===== config.mk =====
export PLATFORM = sky130hd
export DESIGN_NAME = aes_mixcolumns_seq
export DESIGN_NICKNAME = d
export VERILOG_FILES = /design/src/rtl/aes_pkg.sv /design/src/rtl/aes_mixword_min.sv /design/src/rtl/mixword.sv /design/src/rtl/aes_mixcolumns_seq.sv
export SDC_FILE = /design/constraint.sdc
export NUM_CORES = 1
export LEC_CHECK = 0
export BUFFER_PORTS_ARGS = -buffer_cell sky130_fd_sc_hd__buf_2
export CORE_MARGIN = 3
export CORE_UTILIZATION = 59
export CTS_CLUSTER_DIAMETER = 150
export DETAILED_ROUTE_END_ITERATION = 10
export PLACE_DENSITY_LB_ADDON = 0.15
export SLEW_MARGIN = 20
export SYNTH_ARGS = -nofsm -noshare
export SYNTH_HDL_FRONTEND = slang
export SYNTH_SLANG_ARGS = --single-unit

===== constraint.sdc =====
create_clock -name clk -period 5.01 [get_ports clk]
set_input_delay 1.002 -clock clk [delete_from_list [all_inputs] [get_ports clk]]
set_output_delay 1.002 -clock clk [all_outputs]
set_load 0.05 [all_outputs]

===== src/rtl/aes_pkg.sv =====
// aes_pkg: shared types, sizes and GF(2^8) helper for the AES round datapath
package aes_pkg;
  typedef enum logic [1:0] {IDLE, MIX, DONE} mixseq_state_t;
  localparam int AES_NCOLS = 4;
  localparam int AES_COLW = 32;
  function automatic logic [7:0] xtime(input logic [7:0] b);
    return {b[6:0], 1'b0} ^ (b[7] ? 8'h1b : 8'h00);
  endfunction
endpackage


===== src/rtl/aes_mixword_min.sv =====
// aes_mixword_min: MixColumns on one column sharing the all-byte XOR term
module aes_mixword_min
  import aes_pkg::*;
(
  input  logic [AES_COLW-1:0] in_col,
  output logic [AES_COLW-1:0] out_col
);
  logic [7:0] a0, a1, a2, a3, t;
  assign {a0, a1, a2, a3} = in_col;
  assign t = a0 ^ a1 ^ a2 ^ a3;
  assign out_col = {a0 ^ t ^ xtime(a0 ^ a1),
                    a1 ^ t ^ xtime(a1 ^ a2),
                    a2 ^ t ^ xtime(a2 ^ a3),
                    a3 ^ t ^ xtime(a3 ^ a0)};
endmodule


===== src/rtl/mixword.sv =====
// mixword: MixColumns on one 32-bit column, written as explicit gm2/gm3 products
module mixword
  import aes_pkg::*;
(
  input  logic [AES_COLW-1:0] in_col,
  output logic [AES_COLW-1:0] out_col
);
  logic [7:0] a0, a1, a2, a3;
  function automatic logic [7:0] gm3(input logic [7:0] b);
    return xtime(b) ^ b;
  endfunction
  assign {a0, a1, a2, a3} = in_col;
  assign out_col = {xtime(a0) ^ gm3(a1) ^ a2 ^ a3,
                    a0 ^ xtime(a1) ^ gm3(a2) ^ a3,
                    a0 ^ a1 ^ xtime(a2) ^ gm3(a3),
                    gm3(a0) ^ a1 ^ a2 ^ xtime(a3)};
endmodule


===== src/rtl/aes_mixcolumns_seq.sv =====
// aes_mixcolumns_seq: iterative MixColumns, one column per cycle through a single mixer
module aes_mixcolumns_seq
  import aes_pkg::*;
#(
  parameter bit MIN_IMPL = 1'b1
) (
  input  logic         clk,
  input  logic         reset,
  input  logic         in_valid,
  output logic         in_ready,
  input  logic [127:0] in_data,
  input  logic         in_bypass,
  output logic         out_valid,
  input  logic         out_ready,
  output logic [127:0] out_data,
  output logic         busy
);
  mixseq_state_t state_q, state_d;
  logic [1:0] col_q, col_d;
  logic [127:0] src_q, src_d, out_data_q, out_data_d;
  logic out_valid_q, out_valid_d;
  logic [AES_COLW-1:0] mix_in, mix_out;
  logic accept;
  always_ff @(posedge clk) begin
    if (reset) begin
      state_q <= IDLE;
      col_q <= 2'd0;
      src_q <= '0;
      out_data_q <= '0;
      out_valid_q <= 1'b0;
    end else begin
      state_q <= state_d;
      col_q <= col_d;
      src_q <= src_d;
      out_data_q <= out_data_d;
      out_valid_q <= out_valid_d;
    end
  end
  always_comb begin
    state_d = (state_q == IDLE) ? (accept ? (in_bypass ? DONE : MIX) : IDLE)
            : (state_q == MIX)  ? (col_q == 2'd3 ? DONE : MIX)
            : (out_valid_q && out_ready ? IDLE : DONE);
  end
  always_comb begin
    in_ready = (state_q == IDLE);
    busy = (state_q != IDLE);
  end
  // a bypassed state enters DONE one cycle before out_valid rises
  always_comb begin
    accept = in_valid && in_ready;
    col_d = (state_q == MIX) ? col_q + 2'd1 : 2'd0;
    src_d = accept ? in_data : src_q;
    mix_in = '0;
    for (int c = 0; c < AES_NCOLS; c++)
      if (col_q == 2'(c)) mix_in = src_q[(AES_NCOLS-1-c)*AES_COLW +: AES_COLW];
    out_data_d = (accept && in_bypass) ? in_data : out_data_q;
    for (int c = 0; c < AES_NCOLS; c++)
      if (state_q == MIX && col_q == 2'(c)) out_data_d[(AES_NCOLS-1-c)*AES_COLW +: AES_COLW] = mix_out;
    out_valid_d = (state_q == MIX && col_q == 2'd3) || (state_q == DONE && !(out_valid_q && out_ready));
  end
  if (MIN_IMPL) begin : g_min
    aes_mixword_min u_mix (.in_col(mix_in), .out_col(mix_out));
  end else begin : g_std
    mixword u_mix (.in_col(mix_in), .out_col(mix_out));
  end
  assign out_valid = out_valid_q;
  assign out_data = out_data_q;
endmodule


Word level (Yosys, flattened, before mapping)
Cells that the tools add are included.
{"block": "word_totals", "regBits": 261, "output_inout_bits": 131, "input_bits": 133, "elab_cells": 70}
{"block": "op_classes", "bitwise_logic": 19, "n_mux": 19, "addsub": 1, "n_reduce_logical": 18, "n_eq_ne": 5}
{"operator": "32-bit 2-to-1 mux", "n": 8}
{"operator": "8-bit XOR", "n": 18}
{"operator": "128-bit 2-to-1 mux", "n": 1}
{"operator": "5-bit 2-to-1 mux", "n": 4}
{"operator": "2-bit 2-to-1 mux", "n": 6}
{"operator": "2-bit nonzero test", "n": 5}
{"operator": "1-bit logical AND", "n": 8}
{"operator": "2-bit == test, second input constant", "n": 3}
{"operator": "2-bit by 1-bit == test with 1-bit output, second input constant", "n": 2}
{"operator": "2-bit zero test", "n": 2}
{"operator": "2-bit by 1-bit adder with 2-bit output, second input constant", "n": 1}
{"operator": "2-bit OR reduction", "n": 1}
{"operator": "1-bit zero test", "n": 1}
{"operator": "1-bit logical OR", "n": 1}
{"operator": "1-bit inverter", "n": 1}

Logic depth before layout (Yosys ltp)
Gate-level depths: netlist (run 1).
{"block": "depth", "ltp_word": 11, "depth_mapped": 11, "ltp_nobuf": 8}

Modules after synthesis
Synthesis (run 1) repeated with hierarchy kept, for this count alone.
{"block": "unflattened", "cells_unflattened": 1569, "hier_area_um2": 12679.7}
{"module": "aes_mixcolumns_seq", "area_each_um2": 11394.7, "n_inst": 1, "cells_each": 1499}
{"module": "aes_mixword_min", "area_each_um2": 1285.0, "n_inst": 1, "cells_each": 70}

Worst setup path after synthesis (run 1)
No wires, ideal clock.
{"block": "synth_path", "path_type": "register to output", "startpoint": "reg state_q[0]", "endpoint": "out busy", "path_buffers": 0, "path_stages_with_launch": 3, "arrival_time_ns": 1.593, "path_slack_ns": 2.415, "t_required_ns": 4.008, "cell_sequence": "dfxtp_1 nor2_1 inv_1"}
{"block": "synth_between", "elab_chain_len": 1}
{"item": "start: declaration", "line_no": "aes_mixcolumns_seq.sv:18", "text": "mixseq_state_t state_q, state_d;"}
{"item": "start signal: assignment", "line_no": "aes_mixcolumns_seq.sv:32", "text": "state_q <= state_d;"}
{"item": "2-bit nonzero test", "line_no": "aes_mixcolumns_seq.sv:46", "text": "busy = (state_q != IDLE);"}
{"item": "end: declaration", "line_no": "aes_mixcolumns_seq.sv:16", "text": "output logic busy"}
No other way between the ends.

Worst setup path in the final report (run 1)
{"block": "layout_path", "startpoint": "reg col_q[0]", "endpoint": "reg out_data_q[75] (netlist: out_data[75])"}
{"block": "layout_between", "elab_chain_len": 11, "word_cells_on_any_way": 19}
{"item": "start: declaration", "line_no": "aes_mixcolumns_seq.sv:19", "text": "logic [1:0] col_q, col_d;"}
{"item": "start signal: assignment", "line_no": "aes_mixcolumns_seq.sv:33", "text": "col_q <= col_d;"}
{"item": "2-bit zero test", "line_no": "aes_mixcolumns_seq.sv:55", "text": "if (col_q == 2'(c)) mix_in = src_q[(AES_NCOLS-1-c)*AES_COLW +: AES_COLW];"}
{"item": "32-bit 2-to-1 mux (4 in series)", "line_no": "aes_mixcolumns_seq.sv:55"}
{"item": "8-bit XOR (3 in series)", "line_no": "aes_mixword_min.sv:10", "text": "assign t = a0 ^ a1 ^ a2 ^ a3;"}
{"item": "8-bit XOR (2 in series)", "line_no": "aes_mixword_min.sv:13", "text": "a2 ^ t ^ xtime(a2 ^ a3),"}
{"item": "32-bit 2-to-1 mux", "line_no": "aes_mixcolumns_seq.sv:58", "text": "if (state_q == MIX && col_q == 2'(c)) out_data_d[(AES_NCOLS-1-c)*AES_COLW +: AES_COLW] = mix_out;"}
{"item": "end signal: assignment", "line_no": "aes_mixcolumns_seq.sv:35", "text": "out_data_q <= out_data_d;"}
{"item": "end: declaration", "line_no": "aes_mixcolumns_seq.sv:20", "text": "logic [127:0] src_q, src_d, out_data_q, out_data_d;"}
Parallel ways exist; a longest one is shown, timed or not.
A chain may end at the register's enable or synchronous reset.

==> results.sh, run 1 <==
export IMPL_num_vias=12216
export IMPL_fp_row_count=52
export IMPL_hold_path_endpoint="src_q[92]"
export IMPL_antenna_diode_count=0
export IMPL_final_instance_count_excl_fill=1982
export IMPL_multiplexer_area_fraction_after_synthesis_pct=0
export IMPL_leakage_nw=6.00
export IMPL_layout_worst_path_cycle_share_pct=76.0
export IMPL_cts_hold_repair_buffers=0
export IMPL_result_of_the_run="complete, no violations"
export IMPL_dpl_instance_area_um2=13800
export IMPL_finalInstanceArea_um2=14700
export IMPL_net_count_of_the_mapped_netlist=1641
export IMPL_setup_ws_ps=1200
export IMPL_clock_insertion_delay_worst_skew_ps=540
export IMPL_dp_cells=1933
export IMPL_route_detailed_drc=0
export IMPL_yosys_area_share_adder_pct=0.401
export IMPL_htreeDepth=1
export IMPL_tritoncts_num_buffers=27
export IMPL_growth_of_design_area_from_synthesis_to_finish_pct=18.1
export IMPL_fp_dieH_um=151
export IMPL_finClkSkew_ps=11.8
export IMPL_finalWorstPathRequiredPeriod_ps=3810
export IMPL_hold_path_startpoint="src_q[92]"
export IMPL_register_to_register_setup_slack_ps=1200
export IMPL_nNetsFinal=1829
export IMPL_first_global_vias=10988
export IMPL_startpoint_kind_of_the_worst_setup_timing_path="flop"
export IMPL_post_drt_via_cell_ratio=6.16
export IMPL_min_path_type="reg2reg"
export IMPL_cts_clk_slew_worst_paths_ps=60
export IMPL_initial_utilization_pct=60.9
export IMPL_max_slew_worst_pin_slew_ps=1110
export IMPL_global_route_wire_length_before_repair_um=65000
export IMPL_worst_ir_drop_on_vdd_v=0.000264
export IMPL_area_share_of_and_or_nand_nor_cells_after_synthesis_pct=20.4
export IMPL_synth_cells=1504
export IMPL_io_pins=264
export IMPL_grt_overflow_total=0
export IMPL_cts_path_max_buffers=3
export IMPL_endpoint_of_the_lowest_slack_register_to_register_path="out_data[75]"
export IMPL_critical_path_class="reg2reg"
export IMPL_hold_ws_ps=460
export IMPL_final_layout_size_suffix_gt1_share_pct=26.2
export IMPL_min_path_cells=2
export IMPL_drt_wirelength_per_cell_um=22.0
export IMPL_finalMaxSlewViolations=0
export IMPL_ys_dominant_reg_cell="sky130_fd_sc_hd__dfxtp_1"
export IMPL_grt_antenna_before_repair=1
export IMPL_dieWidth_um=151
export IMPL_number_of_synthesized_flops_with_an_enable_pin=0
export IMPL_pin_count_of_the_biggest_net_entering_global_routing=115
export IMPL_detail_route_iter0_violations=1445
export IMPL_worst_ep_required_time_ps=5390
export IMPL_detail_route_antenna_nets=0
export IMPL_yosys_warnings=0
export IMPL_async_reset_ff_share_pct=0
export IMPL_root_buffer="sky130_fd_sc_hd__clkbuf_16"
export IMPL_synth_xor_area_share_pct=8.36
export IMPL_global_route_usage_over_all_layers_pct=36.7
export IMPL_path_max_fanout=40
export IMPL_finalHoldViolations=0
export IMPL_fp_coreArea_um2=20500
export IMPL_cts_setup_buffers=0
export IMPL_cp_data_arrival_time_ps=4190
export IMPL_synth_top_family_by_area="compound AO/OA/AOI/OAI gates"
export IMPL_post_cts_resized=0
export IMPL_final_setup_viol_count=0
export IMPL_clock_sinks=261
export IMPL_dpl_worst_slack_ps=1270
export IMPL_fmax_mhz=263
export IMPL_synth_avg_cell_area_um2=8.29
export IMPL_grt_setup_unrepaired="no"
export IMPL_max_cap_violations=0
export IMPL_power_density_nw_per_um2=411
export IMPL_compound_gate_fraction_of_synth_area_pct=23.9
export IMPL_cts_tree="yes"
export IMPL_dpl_hpwl_um=30400
export IMPL_place_port_buffers=263
export IMPL_worst_r2r_startpoint="col_q[0]"
export IMPL_relSlewSlack_pct=25.8
export IMPL_totalNegativeSetupSlack_ps=0
export IMPL_die_area_um2=22900
export IMPL_number_of_optimization_iterations_in_the_first_detailed_route_pass=5
export IMPL_synth_ff_latch_count=261
export IMPL_ff2ff_path_depth=8
export IMPL_startpoint="col_q[0]"
export IMPL_seq_area_frac_synth_pct=41.9
export IMPL_worstSetupEndpointType="flop"
export IMPL_final_core_utilization_pct=71.9
export IMPL_synthesis_area_um2=12500
export IMPL_finalWirelength_um=43500
export IMPL_synth_lib_cells_used_distinct=48
export IMPL_power_total_mw=6.06
export IMPL_routabilityCongestion=1.00
## registers in the layout, summed over array words and instances, names as in the netlist
register,flops
col_q,2
out_data,128
out_valid,1
src_q,128
state_q,2
## kinds of logic (layout without fill, tap and decap cells)
kind of cell / Yosys count / count (layout)
and+or+nand+nor: 565 / 565
AOI/OAI and AO/OA: 430 / 430
DFF: 261 / 261
buffers and inverters: 140 / 348
xor gates and xnor gates: 104 / 104
adders and majority gates: 4 / 4
## layout by cell type (no fill, tap or decap), drive strengths merged, types with 5 or more instances in the layout
cell type	count
nand2	432
nand3b	28
nor3b	27
buf	288
clkbuf	36
nor2b	26
o22ai	55
a22oi	36
a31oi	9
and3	26
inv	10
and2	5
xnor2	80
o21a	6
xor2	20
a311oi	26
clkinv	8
dfxtp	261
bufinv	5
o21ai	5
a21oi	221
nor2	11
a31o	61
## metal layers
layer,up-vias,GRT usage [%],wire (um)
met1,5792,58.4,19000
met3,58,5.33,5420
met5,-,0,0
met2,798,52.4,18300
li1,5568,-,-
met4,0,7.39,751
## worst max-delay path, cell delays in order (launching register included)
cell                       delay, ps
sky130_fd_sc_hd__dfxtp_1         380
sky130_fd_sc_hd__ha_1            640
sky130_fd_sc_hd__buf_4           460
sky130_fd_sc_hd__nand2_1         160
sky130_fd_sc_hd__a311oi_4        510
sky130_fd_sc_hd__xnor2_1         280
sky130_fd_sc_hd__xor2_1          210
sky130_fd_sc_hd__xnor2_1         770
sky130_fd_sc_hd__o22ai_1         210
## cell usage after synthesis (6+ instances only)
library cell	n	area, um^2
sky130_fd_sc_hd__nand2_1	432	1620
sky130_fd_sc_hd__nor2b_1	26	163
sky130_fd_sc_hd__inv_1	9	33.8
sky130_fd_sc_hd__xor2_1	20	175
sky130_fd_sc_hd__buf_4	6	45.0
sky130_fd_sc_hd__a21oi_1	221	1110
sky130_fd_sc_hd__a31oi_1	9	56.3
sky130_fd_sc_hd__a311oi_4	7	184
sky130_fd_sc_hd__buf_6	8	90.1
sky130_fd_sc_hd__a22oi_1	36	270
sky130_fd_sc_hd__o21a_1	6	45.0
sky130_fd_sc_hd__and3_1	26	163
sky130_fd_sc_hd__xnor2_2	10	163
sky130_fd_sc_hd__nor2_1	10	37.5
sky130_fd_sc_hd__nor3b_1	23	173
sky130_fd_sc_hd__clkbuf_1	103	387
sky130_fd_sc_hd__nand3b_1	26	195
sky130_fd_sc_hd__a31o_2	61	534
sky130_fd_sc_hd__xnor2_1	70	613
sky130_fd_sc_hd__o22ai_1	55	344
sky130_fd_sc_hd__a311oi_2	17	255
sky130_fd_sc_hd__buf_2	7	35.0
sky130_fd_sc_hd__dfxtp_1	261	5230
## power breakdown
part           internal (mW)  leakage (nW)  total, mW  switching, mW
clock network           1.32         0.472       2.17          0.853
logic                  0.457          3.39       1.56           1.10
registers               2.22          2.14       2.33          0.107
total                   4.00          6.00       6.06           2.06
## area by class of cell
| type | instances | area, um^2 |
|---|---|---|
| fillers | 1662 | 5760 |
| clock inverters | 13 | 196 |
| well taps | 270 | 338 |
| multi-input cells | 1103 | 6650 |
| clock buffers | 36 | 759 |
| inverters | 11 | 41.3 |
| repair buffers | 288 | 1520 |
| flip-flops and latches | 261 | 5230 |
## worst max-delay path by stage
stage                         to  cells after the start
floorplan                   busy                      2
global placement    out_data[75]                      8
detailed placement  out_data[75]                      9
CTS                 out_data[75]                      9
global route        out_data[75]                      8
finish              out_data[75]                      8
No activity file was read; power rests on OpenSTA's default activity.
==> run 2: changes to the inputs <==
--- a/config.mk
+++ b/config.mk
@@ -7,7 +7,7 @@
 export LEC_CHECK = 0
 export BUFFER_PORTS_ARGS = -buffer_cell sky130_fd_sc_hd__buf_2
 export CORE_MARGIN = 3
-export CORE_UTILIZATION = 59
+export CORE_UTILIZATION = 55
 export CTS_CLUSTER_DIAMETER = 150
 export DETAILED_ROUTE_END_ITERATION = 10
 export PLACE_DENSITY_LB_ADDON = 0.15
==> constraint.sdc (replaced) <==
create_clock -name clk -period 3.7 [get_ports clk]
set_input_delay 0.74 -clock clk [delete_from_list [all_inputs] [get_ports clk]]
set_output_delay 0.74 -clock clk [all_outputs]
set_load 0.05 [all_outputs]
==> run 2 against run 1 <==
Compared with the run above: power increased by 34%; highest routed layer unchanged; clock-buffer cell count increased by 3; largest power group unchanged; maximum frequency increased by 17%; critical path depth increased by 2.
==> results.sh, run 2 (synthesis results as in run 1) <==
export IMPL_worst_ir_drop_on_vdd_v=0.000337
export IMPL_worst_r2r_startpoint="col_q[0]"
export IMPL_ff2ff_path_depth=10
export IMPL_fp_row_count=54
export IMPL_startpoint_kind_of_the_worst_setup_timing_path="flop"
export IMPL_worst_ep_required_time_ps=4090
export IMPL_finalWorstPathRequiredPeriod_ps=3260
export IMPL_final_instance_count_excl_fill=2049
export IMPL_finalWirelength_um=44400
export IMPL_critical_path_top_cell_by_count="sky130_fd_sc_hd__buf_4"
export IMPL_cts_clk_slew_worst_paths_ps=60
export IMPL_post_drt_via_cell_ratio=6.00
export IMPL_place_port_buffers=263
export IMPL_number_of_optimization_iterations_in_the_first_detailed_route_pass=5
export IMPL_first_global_vias=11245
export IMPL_grt_antenna_before_repair=0
export IMPL_register_to_register_setup_slack_ps=440
export IMPL_critical_path_class="reg2reg"
export IMPL_fp_dieH_um=157
export IMPL_cts_hold_repair_buffers=0
export IMPL_drt_wirelength_per_cell_um=21.7
export IMPL_worstSetupEndpointType="flop"
export IMPL_global_route_usage_over_all_layers_pct=34.6
export IMPL_htreeDepth=1
export IMPL_fmax_mhz=307
export IMPL_grt_overflow_total=0
export IMPL_dpl_instance_area_um2=14300
export IMPL_growth_of_design_area_from_synthesis_to_finish_pct=21.5
export IMPL_crit_chain="inv_1, ha_2, buf_4, nor3b_1, a311oi_2, buf_4, xnor2_2, xor2_1, xnor2_1, o22ai_1"
export IMPL_detail_route_iter0_violations=1644
export IMPL_die_area_um2=24500
export IMPL_routabilityCongestion=0.970
export IMPL_result_of_the_run="complete, no violations"
export IMPL_route_detailed_drc=0
export IMPL_leakage_nw=6.26
export IMPL_fp_coreArea_um2=22000
export IMPL_max_slew_worst_pin_slew_ps=964
export IMPL_min_path_type="in2reg"
export IMPL_num_fill_cells=1828
export IMPL_cts_path_max_buffers=3
export IMPL_pin_count_of_the_biggest_net_entering_global_routing=174
export IMPL_layout_cells_most_common="sky130_fd_sc_hd__nand2_1"
export IMPL_dp_cells=2003
export IMPL_dpl_hpwl_um=31500
export IMPL_startpoint="col_q[0]"
export IMPL_initial_utilization_pct=56.6
export IMPL_critical_path_max_stage_delay_ps=770
export IMPL_finalHoldViolations=0
export IMPL_clock_insertion_delay_worst_skew_ps=540
export IMPL_critical_path_top_delay_family="XOR/XNOR gates"
export IMPL_power_density_nw_per_um2=534
export IMPL_most_frequent_cells_in_the_layout="429 x sky130_fd_sc_hd__nand2_1, 262 x sky130_fd_sc_hd__buf_2, 261 x sky130_fd_sc_hd__dfxtp_1"
export IMPL_detail_route_antenna_nets=0
export IMPL_final_setup_viol_count=0
export IMPL_path_max_fanout=20
export IMPL_root_buffer="sky130_fd_sc_hd__clkbuf_16"
export IMPL_dieWidth_um=157
export IMPL_grt_setup_unrepaired="no"
export IMPL_layout_worst_path_cycle_share_pct=88.1
export IMPL_nNetsFinal=1890
export IMPL_cp_num_cells=10
export IMPL_num_vias=12301
export IMPL_cp_data_arrival_time_ps=3650
export IMPL_endpoint_of_the_lowest_slack_register_to_register_path="out_data[104]"
export IMPL_max_cap_violations=0
export IMPL_crit_path_end="out_data[104]"
export IMPL_cts_tree="yes"
export IMPL_io_pins=264
export IMPL_finalInstanceArea_um2=15200
export IMPL_cp_buffers_inverters=3
export IMPL_power_total_mw=8.09
export IMPL_relSlewSlack_pct=35.3
export IMPL_totalNegativeSetupSlack_ps=0
export IMPL_global_route_wire_length_before_repair_um=66400
export IMPL_clock_sinks=261
export IMPL_finClkSkew_ps=8.99
export IMPL_final_layout_size_suffix_gt1_share_pct=28.4
export IMPL_antenna_diode_count=0
export IMPL_critical_path_slowest_cell="sky130_fd_sc_hd__xnor2_1"
export IMPL_tritoncts_num_buffers=28
export IMPL_finalMaxSlewViolations=0
run 2: cell count changes in the layout (fill, tap and decap cells not counted), sizes merged:
cell,delta
clkbuf,+3
buf,+60
clkinvlp,+1
bufinv,-5
clkinv,-2
run 2: what timing repair did:
| item | 4_1_cts | 5_1_grt |
|---|---|---|
| setup buffers | 0 | 0 |
| setup endpoints to repair | 0 | 2 |
| gates resized for setup | 0 | 1 |
run 2: metrics by stage:
step / hold WS [ps] / worst slack [ps] / utilization, %
global route: 444 / 234 / 68.8
CTS: 434 / 160 / 68.8
finish: 451 / 441 / 68.8
detailed placement: 448 / 177 / 65.0
floorplan: 432 / 1300 / -
global placement: 443 / 154 / 65.0
run 2: tightest hold or removal path: stages:
cell and delay, ps:
sky130_fd_sc_hd__buf_2 100, sky130_fd_sc_hd__nand2_1 50, sky130_fd_sc_hd__a21oi_1 50
run 2: per-layer routing:
layer	part of all wire [%]	GRT usage, %	wire length [um]	vias to the layer above
met1	45	54.5	19900	5773
met5	0	0	0	-
met3	12	7.11	5340	72
met4	2.0	8.00	884	0
li1	-	-	-	5671
met2	41	48.3	18300	785
run 2: where the power goes:
part           internal (mW)  switching, mW
Sequential              3.01          0.141
Clock                   1.48           1.12
Combinational          0.795           1.55
Total                   5.28           2.81
run 2: cell type report:
cell class / instances / area (um^2) / share of cell area, %
tap: 280 / 350 / 2.31
timing repair buffer: 348 / 2050 / 13.5
multi-input combinational: 1103 / 6660 / 43.9
sequential: 261 / 5230 / 34.5
clock buffer: 39 / 793 / 5.23
clock inverter: 7 / 40.0 / 0.264
inverter: 11 / 41.3 / 0.272
run 2: how the worst min path moves through the flow:
stage | startpoint | end | slack [ps] | cells past startpoint
3_3_place_gp | src_q[112] | src_q[112] | 440 | 2
6_report | in_data[69] | src_q[69] | 450 | 3
2_1_floorplan | src_q[38] | src_q[38] | 430 | 2
4_1_cts | in_data[111] | src_q[111] | 430 | 3
5_1_grt | in_data[67] | src_q[67] | 440 | 3
3_5_place_dp | src_q[81] | src_q[81] | 450 | 2
==> run 3: changes to the inputs <==
--- a/config.mk
+++ b/config.mk
@@ -10,6 +10,7 @@
 export CORE_UTILIZATION = 55
 export CTS_CLUSTER_DIAMETER = 150
 export DETAILED_ROUTE_END_ITERATION = 10
+export MAX_ROUTING_LAYER = met4
 export PLACE_DENSITY_LB_ADDON = 0.15
 export SLEW_MARGIN = 20
 export SYNTH_ARGS = -nofsm -noshare
==> run 3 against run 2 <==
Compared with the run above: register-to-register slack got worse by 140 ps; clock skew increased by 1.2 ps; via count about the same; clock-buffer cell count decreased by 7; first-iteration DRC count decreased by 19%; utilization increased by 0.84 points; worst hold slack got worse by 1.0 ps; critical path depth decreased by 1; worst setup slack got worse by 140 ps; final cell count increased by 0.49%.
==> results.sh, run 3 (synthesis results as in run 1) <==
export IMPL_dp_cells=2008
export IMPL_fp_dieH_um=157
export IMPL_hold_ws_ps=450
export IMPL_route_detailed_drc=0
export IMPL_die_area_um2=24500
export IMPL_critical_path_top_cell_by_count="sky130_fd_sc_hd__buf_4"
export IMPL_global_route_usage_met2_pct=48.8
export IMPL_worst_ep_required_time_ps=4080
export IMPL_relSlewSlack_pct=32.8
export IMPL_startpoint="col_q[0]"
export IMPL_totalNegativeSetupSlack_ps=0
export IMPL_endpoint_of_the_lowest_slack_register_to_register_path="out_data[72]"
export IMPL_dieWidth_um=157
export IMPL_path_max_fanout=26
export IMPL_routabilityCongestion=0.982
export IMPL_crit_path_end="out_data[72]"
export IMPL_post_cts_resized=0
export IMPL_cts_clk_slew_worst_paths_ps=70
export IMPL_finalHoldViolations=0
export IMPL_critical_path_max_stage_delay_ps=790
export IMPL_number_of_optimization_iterations_in_the_first_detailed_route_pass=6
export IMPL_layout_worst_path_cycle_share_pct=91.8
export IMPL_fp_coreArea_um2=22000
export IMPL_power_density_nw_per_um2=555
export IMPL_finalWirelength_um=44300
export IMPL_cp_data_arrival_time_ps=3780
export IMPL_cts_tree="yes"
export IMPL_worstSetupEndpointType="flop"
export IMPL_antenna_diode_count=0
export IMPL_detail_route_iter0_violations=1332
export IMPL_htreeDepth=1
export IMPL_final_core_utilization_pct=69.7
export IMPL_result_of_the_run="complete, no violations"
export IMPL_clock_insertion_delay_worst_skew_ps=540
export IMPL_final_setup_viol_count=0
export IMPL_clock_sinks=261
export IMPL_crit_chain="ha_2, nor2_4, buf_4, a311oi_2, buf_4, xnor2_2, xor2_1, xnor2_1, o22ai_1"
export IMPL_drt_wirelength_per_cell_um=21.5
export IMPL_use_met1_pct=54.5
export IMPL_grt_busiest_layer="met1"
export IMPL_pin_count_of_the_biggest_net_entering_global_routing=136
export IMPL_grt_overflow_total=0
export IMPL_min_path_type="in2reg"
export IMPL_finalWorstPathRequiredPeriod_ps=3400
export IMPL_fmax_mhz=294
export IMPL_global_route_wire_length_before_repair_um=66700
export IMPL_global_route_usage_over_all_layers_pct=35.9
export IMPL_cts_path_max_buffers=3
export IMPL_place_port_buffers=263
export IMPL_post_drt_via_cell_ratio=5.97
export IMPL_growth_of_design_area_from_synthesis_to_finish_pct=23.0
export IMPL_final_instance_count_excl_fill=2059
export IMPL_io_pins=264
export IMPL_tritoncts_num_buffers=28
export IMPL_finalInstanceArea_um2=15300
export IMPL_grt_util_met3_pct=7.36
export IMPL_most_frequent_cells_in_the_layout="429 x sky130_fd_sc_hd__nand2_1, 262 x sky130_fd_sc_hd__buf_2, 261 x sky130_fd_sc_hd__dfxtp_1"
export IMPL_critical_path_class="reg2reg"
export IMPL_startpoint_kind_of_the_worst_setup_timing_path="flop"
export IMPL_leakage_nw=6.37
export IMPL_grt_antenna_before_repair=0
export IMPL_worst_r2r_startpoint="col_q[0]"
export IMPL_max_cap_violations=0
export IMPL_num_vias=12293
export IMPL_cp_num_cells=9
export IMPL_cp_buffers_inverters=2
export IMPL_ff2ff_path_depth=9
export IMPL_cts_setup_buffers=0
export IMPL_grt_setup_unrepaired="no"
export IMPL_finClkSkew_ps=10.2
export IMPL_initial_utilization_pct=56.6
export IMPL_final_layout_size_suffix_gt1_share_pct=29.2
export IMPL_layout_cells_most_common="sky130_fd_sc_hd__nand2_1"
export IMPL_worst_ir_drop_on_vdd_v=0.000393
export IMPL_max_slew_worst_pin_slew_ps=1000
export IMPL_cts_hold_repair_buffers=0
export IMPL_critical_path_slowest_cell="sky130_fd_sc_hd__xnor2_1"
export IMPL_first_global_vias=11364
export IMPL_root_buffer="sky130_fd_sc_hd__clkbuf_16"
export IMPL_critical_path_top_delay_family="XOR/XNOR gates"
export IMPL_dpl_instance_area_um2=14300
export IMPL_fp_row_count=54
export IMPL_detail_route_antenna_nets=0
export IMPL_dpl_hpwl_um=31700
export IMPL_nNetsFinal=1895
export IMPL_register_to_register_setup_slack_ps=300
export IMPL_finalMaxSlewViolations=0
## run 3: cell types whose count changed in the layout (fill, tap and decap cells not counted)
cell / change
sky130_fd_sc_hd__buf_12: -1
sky130_fd_sc_hd__buf_4: +6
sky130_fd_sc_hd__bufinv_16: +5
sky130_fd_sc_hd__clkbuf_1: -7
sky130_fd_sc_hd__clkinv_2: +6
sky130_fd_sc_hd__ha_1: +1
sky130_fd_sc_hd__ha_2: -1
sky130_fd_sc_hd__inv_6: +1
## run 3: routing by layer
layer	part of all wire [%]	up-vias
met5	0	-
met2	41	718
met1	45	5804
met4	2.0	0
met3	12	70
li1	-	5701
## run 3: layout make-up
class	count	area (um^2)
clock buffer	32	767
clock inverter	19	229
fill	1859	6680
inverter	11	41.3
multi-input combinational	1103	6660
sequential	261	5230
tap	280	350
timing repair buffer	353	2070
## run 3: power by group
| group | switching, mW | internal (mW) | leakage, nW |
|---|---|---|---|
| clock network | 1.18 | 1.83 | 0.497 |
| registers | 0.136 | 3.01 | 2.14 |
| logic | 1.55 | 0.806 | 3.73 |
| total | 2.87 | 5.65 | 6.37 |
## run 3: worst min-delay path by stage
stage | start | end | slack, ps | cells after the start
after floorplan | src_q[38] | src_q[38] | 430 | 2
after global placement | src_q[122] | src_q[122] | 440 | 2
after detailed placement | src_q[77] | src_q[77] | 450 | 2
after CTS | in_data[57] | src_q[57] | 440 | 3
after global routing | in_data[35] | src_q[35] | 450 | 3
final | in_data[66] | src_q[66] | 450 | 3
## run 3: through the flow
stage,worst slack [ps],total power [mW]
6_report,303,8.52
5_1_grt,172,8.80
4_1_cts,331,8.49
3_5_place_dp,373,5.50
3_3_place_gp,371,5.49
2_1_floorplan,1300,4.51
## run 3: worst register-to-register path: cells and delay by family, from the launching register on
family                   cells  cell delay (ps)
XOR/XNOR                     3             1110
adder cells (fa/ha/maj)      1              600
AO/OA/AOI/OAI                2              560
buffers and inverters        2              420
flip-flops                   1              400
AND/OR/NAND/NOR              1              150
